## src/rtl/fetch_stage_if.sv

```systemverilog
// Instruction-memory request/response bus between the fetch stage and imem.
interface fetch_stage_if;
    logic        imem_req_o;
    logic [31:0] imem_addr_o;
    logic        imem_gnt_i;
    logic        imem_rvalid_i;
    logic [31:0] imem_rdata_i;

    modport master (
        output imem_req_o,
        output imem_addr_o,
        input  imem_gnt_i,
        input  imem_rvalid_i,
        input  imem_rdata_i
    );

    modport slave (
        input  imem_req_o,
        input  imem_addr_o,
        output imem_gnt_i,
        output imem_rvalid_i,
        output imem_rdata_i
    );
endinterface

```

## src/rtl/fetch_stage.sv

```systemverilog
// Instruction fetch stage: issues imem requests, buffers up to two in-order
// responses, discards stale responses after a redirect and drives the IF/ID
// register towards decode.
module fetch_stage #(
    parameter logic [31:0] RESET_PC = 32'h0000_0000,
    parameter logic [31:0] NOP_INST = 32'h0000_0013
) (
    input  logic              clk,
    input  logic              rst_n,
    fetch_stage_if.master     imem,
    input  logic              stall_i,
    input  logic              redirect_i,
    input  logic [31:0]       redirect_pc_i,
    output logic [31:0]       inst_o,
    output logic [31:0]       pc_o,
    output logic              valid_o
);

    localparam int unsigned DEPTH = 2;
    localparam int unsigned XLEN  = 32;

    logic [XLEN-1:0]  fpc;
    logic [XLEN-1:0]  ent_pc   [DEPTH];
    logic [XLEN-1:0]  ent_inst [DEPTH];
    logic [DEPTH-1:0] ent_fill;
    logic             head;
    logic [1:0]       count;
    logic [1:0]       drop;

    logic             req;
    logic             grant;
    logic             pop;
    logic             unf0;
    logic             unf1;
    logic             fill_en;
    logic             fill_idx;
    logic             alloc_idx;
    logic [2:0]       occ;
    logic [1:0]       unf_after;
    logic [1:0]       count_nxt;
    logic [1:0]       drop_nxt;

    // Request, fill, pop and bookkeeping decisions for this cycle.
    // Occupancy is taken after this cycle's pop so a full buffer that is
    // draining can still issue, which sustains one instruction per cycle.
    always_comb begin
        unf0      = (count != 2'd0) && !ent_fill[head];
        unf1      = (count == 2'd2) && !ent_fill[~head];
        pop       = !stall_i && !redirect_i && (count != 2'd0) && ent_fill[head];
        occ       = 3'(count) - 3'(pop) + 3'(drop);
        req       = rst_n && !redirect_i && (occ < 3'd2);
        grant     = req && imem.imem_gnt_i;
        alloc_idx = head ^ count[0];
        fill_en   = imem.imem_rvalid_i && (drop == 2'd0) && (unf0 || unf1);
        fill_idx  = unf0 ? head : ~head;
        unf_after = 2'(unf0) + 2'(unf1) - 2'(fill_en);
        count_nxt = count + 2'(grant) - 2'(pop);
        drop_nxt  = drop - 2'(imem.imem_rvalid_i && (drop != 2'd0));
        if (redirect_i) begin
            drop_nxt = drop_nxt + unf_after;
        end
    end

    assign imem.imem_req_o  = req;
    assign imem.imem_addr_o = fpc;

    // Buffer payload storage; validity is tracked by count/ent_fill.
    always_ff @(posedge clk) begin
        if (!redirect_i) begin
            if (fill_en) begin
                ent_inst[fill_idx] <= imem.imem_rdata_i;
            end
            if (grant) begin
                ent_pc[alloc_idx] <= fpc;
            end
        end
    end

    // Fetch PC, buffer control, drop counter and IF/ID register.
    always_ff @(posedge clk) begin
        if (!rst_n) begin
            fpc      <= RESET_PC;
            count    <= 2'd0;
            head     <= 1'b0;
            drop     <= 2'd0;
            ent_fill <= '0;
            inst_o   <= NOP_INST;
            pc_o     <= RESET_PC;
            valid_o  <= 1'b0;
        end else begin
            drop <= drop_nxt;
            if (redirect_i) begin
                fpc      <= redirect_pc_i & ~32'd3;
                count    <= 2'd0;
                ent_fill <= '0;
                inst_o   <= NOP_INST;
                valid_o  <= 1'b0;
            end else begin
                if (fill_en) begin
                    ent_fill[fill_idx] <= 1'b1;
                end
                if (grant) begin
                    ent_fill[alloc_idx] <= 1'b0;
                    fpc                 <= fpc + 32'd4;
                end
                count <= count_nxt;
                head  <= head ^ pop;
                if (pop) begin
                    inst_o  <= ent_inst[head];
                    pc_o    <= ent_pc[head];
                    valid_o <= 1'b1;
                end else if (!stall_i) begin
                    inst_o  <= NOP_INST;
                    valid_o <= 1'b0;
                end
            end
        end
    end

endmodule
```

## src/flat_wrapper.sv

```systemverilog
// flat-port wrapper written by rule: the top's interface ports become plain ports
module fetch_stage_flat 
#(
    parameter logic [31:0] RESET_PC = 32'h0000_0000,
    parameter logic [31:0] NOP_INST = 32'h0000_0013
)
  (clk, rst_n, stall_i, redirect_i, redirect_pc_i, inst_o, pc_o, valid_o, imem_imem_req_o, imem_imem_addr_o, imem_imem_gnt_i, imem_imem_rvalid_i, imem_imem_rdata_i);
  fetch_stage_if imem_i ();
  input  logic clk;
  input  logic rst_n;
  input  logic stall_i;
  input  logic redirect_i;
  input  logic [31:0] redirect_pc_i;
  output logic [31:0] inst_o;
  output logic [31:0] pc_o;
  output logic valid_o;
  output wire logic [$bits(imem_i.imem_req_o)-1:0] imem_imem_req_o;
  output wire logic [$bits(imem_i.imem_addr_o)-1:0] imem_imem_addr_o;
  input wire logic [$bits(imem_i.imem_gnt_i)-1:0] imem_imem_gnt_i;
  input wire logic [$bits(imem_i.imem_rvalid_i)-1:0] imem_imem_rvalid_i;
  input wire logic [$bits(imem_i.imem_rdata_i)-1:0] imem_imem_rdata_i;
  assign imem_imem_req_o = imem_i.imem_req_o;
  assign imem_imem_addr_o = imem_i.imem_addr_o;
  assign imem_i.imem_gnt_i = imem_imem_gnt_i;
  assign imem_i.imem_rvalid_i = imem_imem_rvalid_i;
  assign imem_i.imem_rdata_i = imem_imem_rdata_i;
  fetch_stage #(.RESET_PC(RESET_PC), .NOP_INST(NOP_INST)) u_core (.clk(clk), .rst_n(rst_n), .imem(imem_i), .stall_i(stall_i), .redirect_i(redirect_i), .redirect_pc_i(redirect_pc_i), .inst_o(inst_o), .pc_o(pc_o), .valid_o(valid_o));
endmodule
```

## config.mk

```make
export PLATFORM = sky130hd
export DESIGN_NAME = fetch_stage_flat
export DESIGN_NICKNAME = d
export VERILOG_FILES = /design/src/rtl/fetch_stage_if.sv /design/src/rtl/fetch_stage.sv /design/src/flat_wrapper.sv
export SDC_FILE = /design/constraint.sdc
export NUM_CORES = 1
export LEC_CHECK = 0
export ABC_CLOCK_PERIOD_IN_PS = 6100
export CORE_UTILIZATION = 52
export DETAILED_ROUTE_END_ITERATION = 16
export PLACE_DENSITY = 0.8
export SYNTH_ARGS = -nofsm -noshare
export SYNTH_HDL_FRONTEND = slang
export SYNTH_SLANG_ARGS = --single-unit
```

## constraint.sdc

```tcl
create_clock -name clk -period 6.1 [get_ports clk]
set_input_delay 0.61 -clock clk [delete_from_list [all_inputs] [get_ports clk]]
set_output_delay 0.61 -clock clk [all_outputs]
set_load 0.01 [all_outputs]
```

# == Word-level counts from Yosys, hierarchy flattened ==
# Memories as Yosys holds them, arrays and structs flattened. A register that Yosys moved wholly into a read port is not among the register bits.
# Cells that the tools add are included.
# totals
ramBits,128
output_inout_bits,98
inputBits,70
n_memories,2
regBits,72
# mem_list
name,depth,word_bits,read_ports,rd_ports_with_merged_regs,wr,line,source
u_core.ent_inst,2,32,1,1,1,fetch_stage.sv:24,logic [XLEN-1:0] ent_inst [DEPTH];
u_core.ent_pc,2,32,1,1,1,fetch_stage.sv:23,logic [XLEN-1:0] ent_pc [DEPTH];
# classes
n_bitwise,8
n_lt_le_gt_ge,7
n_addsub,9
mux,28
n_reduce_logical,25
n_eq_ne,2
# op_table
op,count
$mux W32,4
$add A32 B3 Y32 const B,1
$mux W1,17
$logic_and A1 B1 Y1,13
$mux W2,5
$lt A1 B2 Y1 const B,4
$reduce_bool A2 Y1,3
$sub A2 B1 Y2,3
$logic_not A1 Y1,5
$add A3 B2 Y3,1
$lt A3 B2 Y1 const B,1
$not A1 Y1,3
$sub A2 B1 Y3,1
$add A1 B1 Y2,1
$add A2 B1 Y2,1
$add A2 B2 Y2,1
$and A2 B2 Y2,1
$demux W1 S1,2
$eq A2 B2 Y1 const B,1
$ge A1 B1 Y1 const B,2
$logic_not A2 Y1,1
$ne A2 B1 Y1 const B,1
$not A2 Y2,1
$or A2 B2 Y2,1
other kinds (4),5

# == Depth between registers and ports, before layout ==
# Gate-level depths: netlist (run 1).
# depth
depth_word,15
ltp_mapped,14
ltp_nobuf,11

# == Worst setup path before layout (run 1) ==
# OpenSTA, ideal clock, no wires.
# synth_path
path_type,input -> register
start,input port redirect_i
end,"memory u_core.ent_pc[1][10], enable pin"
t_arrival_ns,4.324
required_ns,5.682
setup_ns,0.418
path_stages,11
slack_ns,1.358
path_cell_list,clkbuf_1 or4_1 clkbuf_1 xnor2_1 nand2_1 fa_1 and2_0 clkbuf_1 nand3_1 clkbuf_1 nor2_1
# synth_between
elab_chain_len,12
# synth_lines
item,line,source
start: declaration,flat_wrapper.sv:12,input logic redirect_i;
$logic_not A1 Y1,"fetch_stage.sv:49, fetch_stage.sv:51",
$logic_and A1 B1 Y1 (3 in series),fetch_stage.sv:49,pop = !stall_i && !redirect_i && (count != 2'd0) && ent_fill[head];
$sub A2 B1 Y3,fetch_stage.sv:50,occ = 3'(count) - 3'(pop) + 3'(drop);
$add A3 B2 Y3,fetch_stage.sv:50,
$lt A3 B2 Y1,fetch_stage.sv:51,req = rst_n && !redirect_i && (occ < 3'd2);
$logic_and A1 B1 Y1,fetch_stage.sv:51,
$logic_and A1 B1 Y1,fetch_stage.sv:52,grant = req && imem.imem_gnt_i;
$mux W1,fetch_stage.sv:73,if (grant) begin
$mux W1 (*),fetch_stage.sv:69,if (!redirect_i) begin
$mux W1 (not written as such) (*),fetch_stage.sv:74,ent_pc[alloc_idx] <= fpc;
end: declaration,fetch_stage.sv:23,
# Every way passes the cells marked *; elsewhere a longest branch is shown, timed or not.

# == Worst setup path after layout (run 1) ==
# layout_path
start,input port redirect_i
end,output port imem_imem_req_o
# layout_between
elab_chain_len,8
# layout_lines
item,line,source
$logic_not A1 Y1 (*),"fetch_stage.sv:49, fetch_stage.sv:51",
$logic_and A1 B1 Y1 (3 in series),fetch_stage.sv:49,
$sub A2 B1 Y3,fetch_stage.sv:50,
$add A3 B2 Y3,fetch_stage.sv:50,
$lt A3 B2 Y1,fetch_stage.sv:51,
$logic_and A1 B1 Y1 (*),fetch_stage.sv:51,
end: declaration,flat_wrapper.sv:17,output wire logic [$bits(imem_i.imem_req_o)-1:0] imem_imem_req_o;
# Marked as above.

==> impl_metrics.tcl, run 1 <==
set metrics [dict create \
    ir_drop_mv 0.213 \
    timing_max_transition_violations_final 0 \
    min_path_cells 2 \
    skew_ns 0.00648 \
    die_x_um 134 \
    hold_violations 0 \
    async_flop_share_pct 0 \
    port_buffers 161 \
    outcome "complete, no violations" \
    cts_resized 0 \
    synthTopCellsByArea "edfxtp_1 41%, dfxtp_1 22%, mux2_2 4.1%" \
    syn_to_final_growth_pct 28.5 \
    power.total_mw 3.36 \
    ys_warn_count 0 \
    grt_pass1_vias 6703 \
    drive_gt1_share_pct 10.9 \
    antenna_found_initial 1 \
    ys_seq_area_share_pct 63.5 \
    antenna_left 0 \
    die_area_sq_um 17900 \
    synthTopCellsByCount "124 x edfxtp_1, 101 x dfxtp_1, 75 x nor2_1" \
    worstRegToRegCells 10 \
    grt_pass1_wl_mm 35.5 \
    hold_start "u_core.valid_o$_SDFFE_PP0P_" \
    antennaDiodeCount 0 \
    clk_latency_ns 0.51 \
    routed_wl_mm 22.2 \
    setup-violations-final 0 \
    rsz0062_at_grt "false" \
    vias 6742 \
    drc 0 \
    p_per_area_nw_per_um2 289 \
    cts_buffers 23 \
    postCtsSetupRepairBufs 0 \
    synth_most_common_cell "edfxtp_1" \
    die_h_um 134 \
    maxCapViolCount 0 \
    ios 168 \
    initial_core_util_pct 54.0 \
    synthCells 728 \
    min_period_ns 4.60 \
    cts_hold_buffers 0 \
    cts-htree-levels 1 \
    max_stage_delay_ns 0.71 \
    ys_ff_latch 225 \
    synth_area_sq_um 9050 \
    worst_slew_pin_slew_ns 1.21 \
    cp-startpoint "redirect_i" \
    critical_path_class "in2out" \
    grt-ovfl-total 0 \
    core-area_sq_um 16800 \
    fin_setup_tns_ns 0 \
    cp.required_ns 5.49 \
    regToRegStartpoint "u_core.ent_fill[0]$_SDFF_PP0_" \
    post_drt_wl_per_cell_um 19.9 \
    clock_sinks 225 \
    cts_root_buf "clkbuf_16" \
    synth-edff-count 124 \
    startpoint_type "input pin" \
    post-dp-hpwl_mm 14.4 \
    cellLeakagePower_nw 3.73 \
    crit_chain "clkdlybuf4s50_1 -> buf_4 -> or4_1 -> xnor2_1 -> nand2_1 -> fa_1 -> xor2_1 -> and3_1 -> clkdlybuf4s50_1" \
    gp_congestion 0.859 \
    globalRouteTotalUtil_pct 25.2 \
    grt_max_degree 48 \
    cts_tree "yes" \
    clockBufferDepth 3 \
    synthDistinctLibCells 66 \
    avgSynthCellArea_sq_um 12.4 \
    finalNetCount 956 \
    end_kind "output port" \
    cts.clk_slew.worst_paths_ns 0.06 \
    drtIter0Drc 635 \
    path_max_fanout 30 \
    max_clock_freq_mhz 218 \
    fp-row-count 47 \
    synth_top_cell_area_share_pct 41.1 \
    cpMostUsedCell "clkdlybuf4s50_1" \
    dr.pass1.iters 7 \
    ys.flop_type "edfxtp_1" \
    slew_headroom_pct 19.1 \
    crit_slowest_cell "or4_1" \
    finalCritPeriodShare_pct 75.3 \
    worst_hold_path_type "reg2reg" \
    vias_per_cell 6.04 \
    critPathArrivalTime_ns 3.99 \
    yosysTopAreaCell "edfxtp_1" \
]
layout make-up:
cell class                      count  area [sq um]
Multi-Input combinational cell    441          3060
Timing Repair Buffer              175          1720
Tap cell                          220           275
Sequential cell                   225          5750
Clock buffer                       31           657
Fill cell                        1139          5130
Inverter                           13          48.8
Clock inverter                     11           133
worst paths after layout:
| check | slack [ns] | to |
|---|---|---|
| min | 0.48 | u_core.valid_o$_SDFFE_PP0P_ |
| max reg2reg | 1.82 | u_core.ent_pc[0][26]$_DFFE_PP_ |
| min reg2reg | 0.48 | u_core.valid_o$_SDFFE_PP0P_ |
| max | 1.50 | imem_imem_req_o |
layout by cell type, fill, tap and decap left out, drive strengths merged, types with 6 or more instances in the layout:
cell | synthesis | final
and2 | 7 | 7
inv | 12 | 13
o31ai | 12 | 12
mux2 | 33 | 33
or4 | 17 | 17
nor2 | 75 | 75
clkinv | 1 | 7
a31oi | 10 | 10
o21ai | 15 | 15
nand4 | 10 | 10
buf | 10 | 14
clkdlybuf4s50 | 0 | 161
nand3 | 20 | 20
nand2 | 26 | 26
a211oi | 35 | 35
edfxtp | 124 | 124
dfxtp | 101 | 101
nor4 | 6 | 6
xnor2 | 7 | 7
mux2i | 31 | 31
a21oi | 13 | 13
a22oi | 31 | 31
nor3 | 18 | 18
clkbuf | 41 | 31
logic make-up after synthesis:
kind of cell | Yosys count | synth area share [%]
fa+ha+maj | 7 | 1.13
compound gates | 149 | 11.8
simple gates | 205 | 11.8
buf+inv | 65 | 3.11
mux | 64 | 7.53
flops | 225 | 63.5
xor+xnor | 12 | 1.16
other cells | 1 | 0.0414
sequential cells by signal, summed over array words and instances (netlist names), named ones only:
register / flops
u_core.ent_inst: 64
u_core.ent_pc: 60
u_core.inst_o: 32
u_core.imem.imem_addr_o: 30
u_core.pc_o: 30
u_core.count: 2
u_core.drop: 2
u_core.ent_fill: 2
u_core.head: 1
u_core.valid_o: 1
per-stage QoR:
stage	hold WS, ns	cell area (sq um)	std cells	utilization (%)	worst slack, ns
floorplan	0.481	9060	731	-	1.36
global placement	0.445	10800	1074	64.7	1.24
detailed placement	0.465	10800	1074	64.7	1.15
CTS	0.476	11600	1116	69.4	1.52
global route	0.500	11600	1116	69.4	1.35
finish	0.475	11600	1116	69.4	1.50
worst max-delay path: cells and delay by family:
| kind | cells | cell delay (ns) |
|---|---|---|
| xor gates and xnor gates | 2 | 0.68 |
| adders and majority gates | 1 | 0.42 |
| buffers and inverters | 3 | 1.20 |
| and+or+nand+nor | 3 | 1.07 |
power breakdown:
part | switching, mW | internal (mW) | total (mW)
logic | 0.130 | 0.108 | 0.238
clock network | 0.566 | 0.882 | 1.45
registers | 0.0418 | 1.64 | 1.68
total | 0.738 | 2.63 | 3.36
layer usage:
metal,global-route usage (%),share of wire (%)
met5,0,0.059
met4,8.78,3.2
met3,6.27,8.7
met2,43.1,49
met1,30.9,39
Power figures use the tool's default switching activity.
==> run 2: changes to the inputs <==
Settings changed: ABC_CLOCK_PERIOD_IN_PS 6100 to 4650.
Clock period 6.1 ns to 4.65 ns, I/O delays scaled along.
==> impl_metrics.tcl, run 2 (same netlist as run 1, synthesis figures left out) <==
set metrics [dict create \
    fin_setup_tns_ns 0 \
    grt_max_degree 48 \
    clk_latency_ns 0.50 \
    combPwrFrac_pct 7.7 \
    antenna_found_initial 2 \
    vias 6643 \
    min_period_ns 4.10 \
    ios 168 \
    core-area_sq_um 16800 \
    cellLeakagePower_nw 3.72 \
    worst_slew_pin_slew_ns 0.904 \
    startpoint_type "flip-flop" \
    fp-row-count 47 \
    die_x_um 134 \
    end_kind "output port" \
    path_max_fanout 7 \
    regArea_sq_um 5750 \
    switchingPower_mw 0.941 \
    drc 0 \
    antennaDiodeCount 0 \
    cts_buffers 22 \
    max_clock_freq_mhz 244 \
    drive_gt1_share_pct 11.0 \
    globalRouteTotalUtil_pct 24.7 \
    port_buffers 161 \
    cts_hold_buffers 0 \
    clock_sinks 225 \
    p_per_area_nw_per_um2 365 \
    antenna_left 0 \
    grt_pass1_vias 6608 \
    largest_register_ffs 64 \
    multiInputGateArea_sq_um 3060 \
    clockBufferDepth 3 \
    layout_setup_ws_ns 0.552 \
    hold_violations 0 \
    dr.pass1.iters 7 \
    cts-htree-levels 1 \
    worst_hold_path_type "reg2reg" \
    initial_core_util_pct 54.0 \
    top_regs "u_core.ent_inst: 64 flops, u_core.ent_pc: 60 flops, u_core.inst_o: 32 flops" \
    ir_drop_mv 0.329 \
    swShare_pct 22.2 \
    finalCritPeriodShare_pct 88.1 \
    hold_ws_ns 0.472 \
    grt_pass1_wl_mm 34.7 \
    outcome "complete, no violations" \
    timing_max_transition_violations_final 0 \
    critical_path_class "reg2out" \
    cts_resized 0 \
    vias_per_cell 5.93 \
    post_drt_wl_per_cell_um 19.7 \
    critPathArrivalTime_ns 3.63 \
    seqPwrFrac_pct 52.0 \
    layout_commonest_cell "clkdlybuf4s50_1" \
    postCtsSetupRepairBufs 0 \
    setup-violations-final 0 \
    clockPowerShare_pct 40.3 \
    top_register "u_core.ent_inst" \
    skew_ns 0.0149 \
    slew_headroom_pct 39.3 \
    grt-ovfl-total 0 \
    die_area_sq_um 17900 \
    place_ws_ns 0.468 \
    final_cell_mix "161 x clkdlybuf4s50_1, 124 x edfxtp_1, 100 x dfxtp_1, 74 x nor2_1, 35 x a211oi_1" \
    cp.required_ns 4.18 \
    cts.clk_slew.worst_paths_ns 0.07 \
    post-dp-hpwl_mm 14.3 \
    cts_root_buf "clkbuf_16" \
    power.total_mw 4.23 \
    utilization_pct 69.1 \
    routed_wl_mm 22.1 \
    die_h_um 134 \
    finalNetCount 961 \
    syn_to_final_growth_pct 27.9 \
    fillers 1175 \
    maxCapViolCount 0 \
    drtIter0Drc 689 \
    rsz0062_at_grt "false" \
    cts_tree "yes" \
    gp_congestion 0.864 \
    intPower_mw 3.29 \
]
## run 2: final cells by class
cell class / instances / area share [%]
Tap cell: 220 / 2.38
Clock inverter: 9 / 0.562
Clock buffer: 31 / 5.40
Inverter: 13 / 0.421
Sequential cell: 225 / 49.6
Timing Repair Buffer: 181 / 15.2
Multi-Input combinational cell: 441 / 26.4
## run 2: worst paths after layout
kind	startpoint	end	slack, ns	cells past startpoint
worst max register to register	u_core.ent_fill[0]$_SDFF_PP0_	u_core.imem.imem_addr_o[18]$_SDFFE_PN0P_	0.71	10
worst min-delay path	u_core.valid_o$_SDFFE_PP0P_	u_core.valid_o$_SDFFE_PP0P_	0.47	2
worst max-delay path	u_core.ent_fill[0]$_SDFF_PP0_	imem_imem_req_o	0.55	9
worst min register to register	u_core.valid_o$_SDFFE_PP0P_	u_core.valid_o$_SDFFE_PP0P_	0.47	2
## run 2: metrics by stage
step | area [sq um] | cells
finish | 11600 | 1120
global route | 11600 | 1120
CTS | 11600 | 1120
detailed placement | 10900 | 1080
global placement | 10900 | 1080
floorplan | 9060 | 731
## run 2: critical path: stages (launching register included)
cell and delay [ns]:
dfxtp_1 0.40, mux2i_1 0.22, or4_1 0.67, xnor2_1 0.26
nand2_1 0.10, fa_1 0.42, xor2_1 0.17, buf_4 0.16
and3_1 0.17, clkdlybuf4s50_1 0.55
## run 2: metal layers
metal | up-vias | part of all wire (%) | track usage, %
met5 | - | 0.14 | 0
met4 | 4 | 2.9 | 7.95
met3 | 71 | 8.5 | 5.86
met2 | 323 | 48 | 41.7
met1 | 3170 | 40 | 31.1
li1 | 3075 | - | -
## run 2: power groups by stage
stage	Clock [mW]	Sequential [mW]	Combinational [mW]
2_1_floorplan	0	2.23	0.149
3_3_place_gp	0	2.24	0.309
3_5_place_dp	0	2.24	0.320
4_1_cts	1.72	2.20	0.322
5_1_grt	1.80	2.20	0.350
6_report	1.71	2.20	0.324
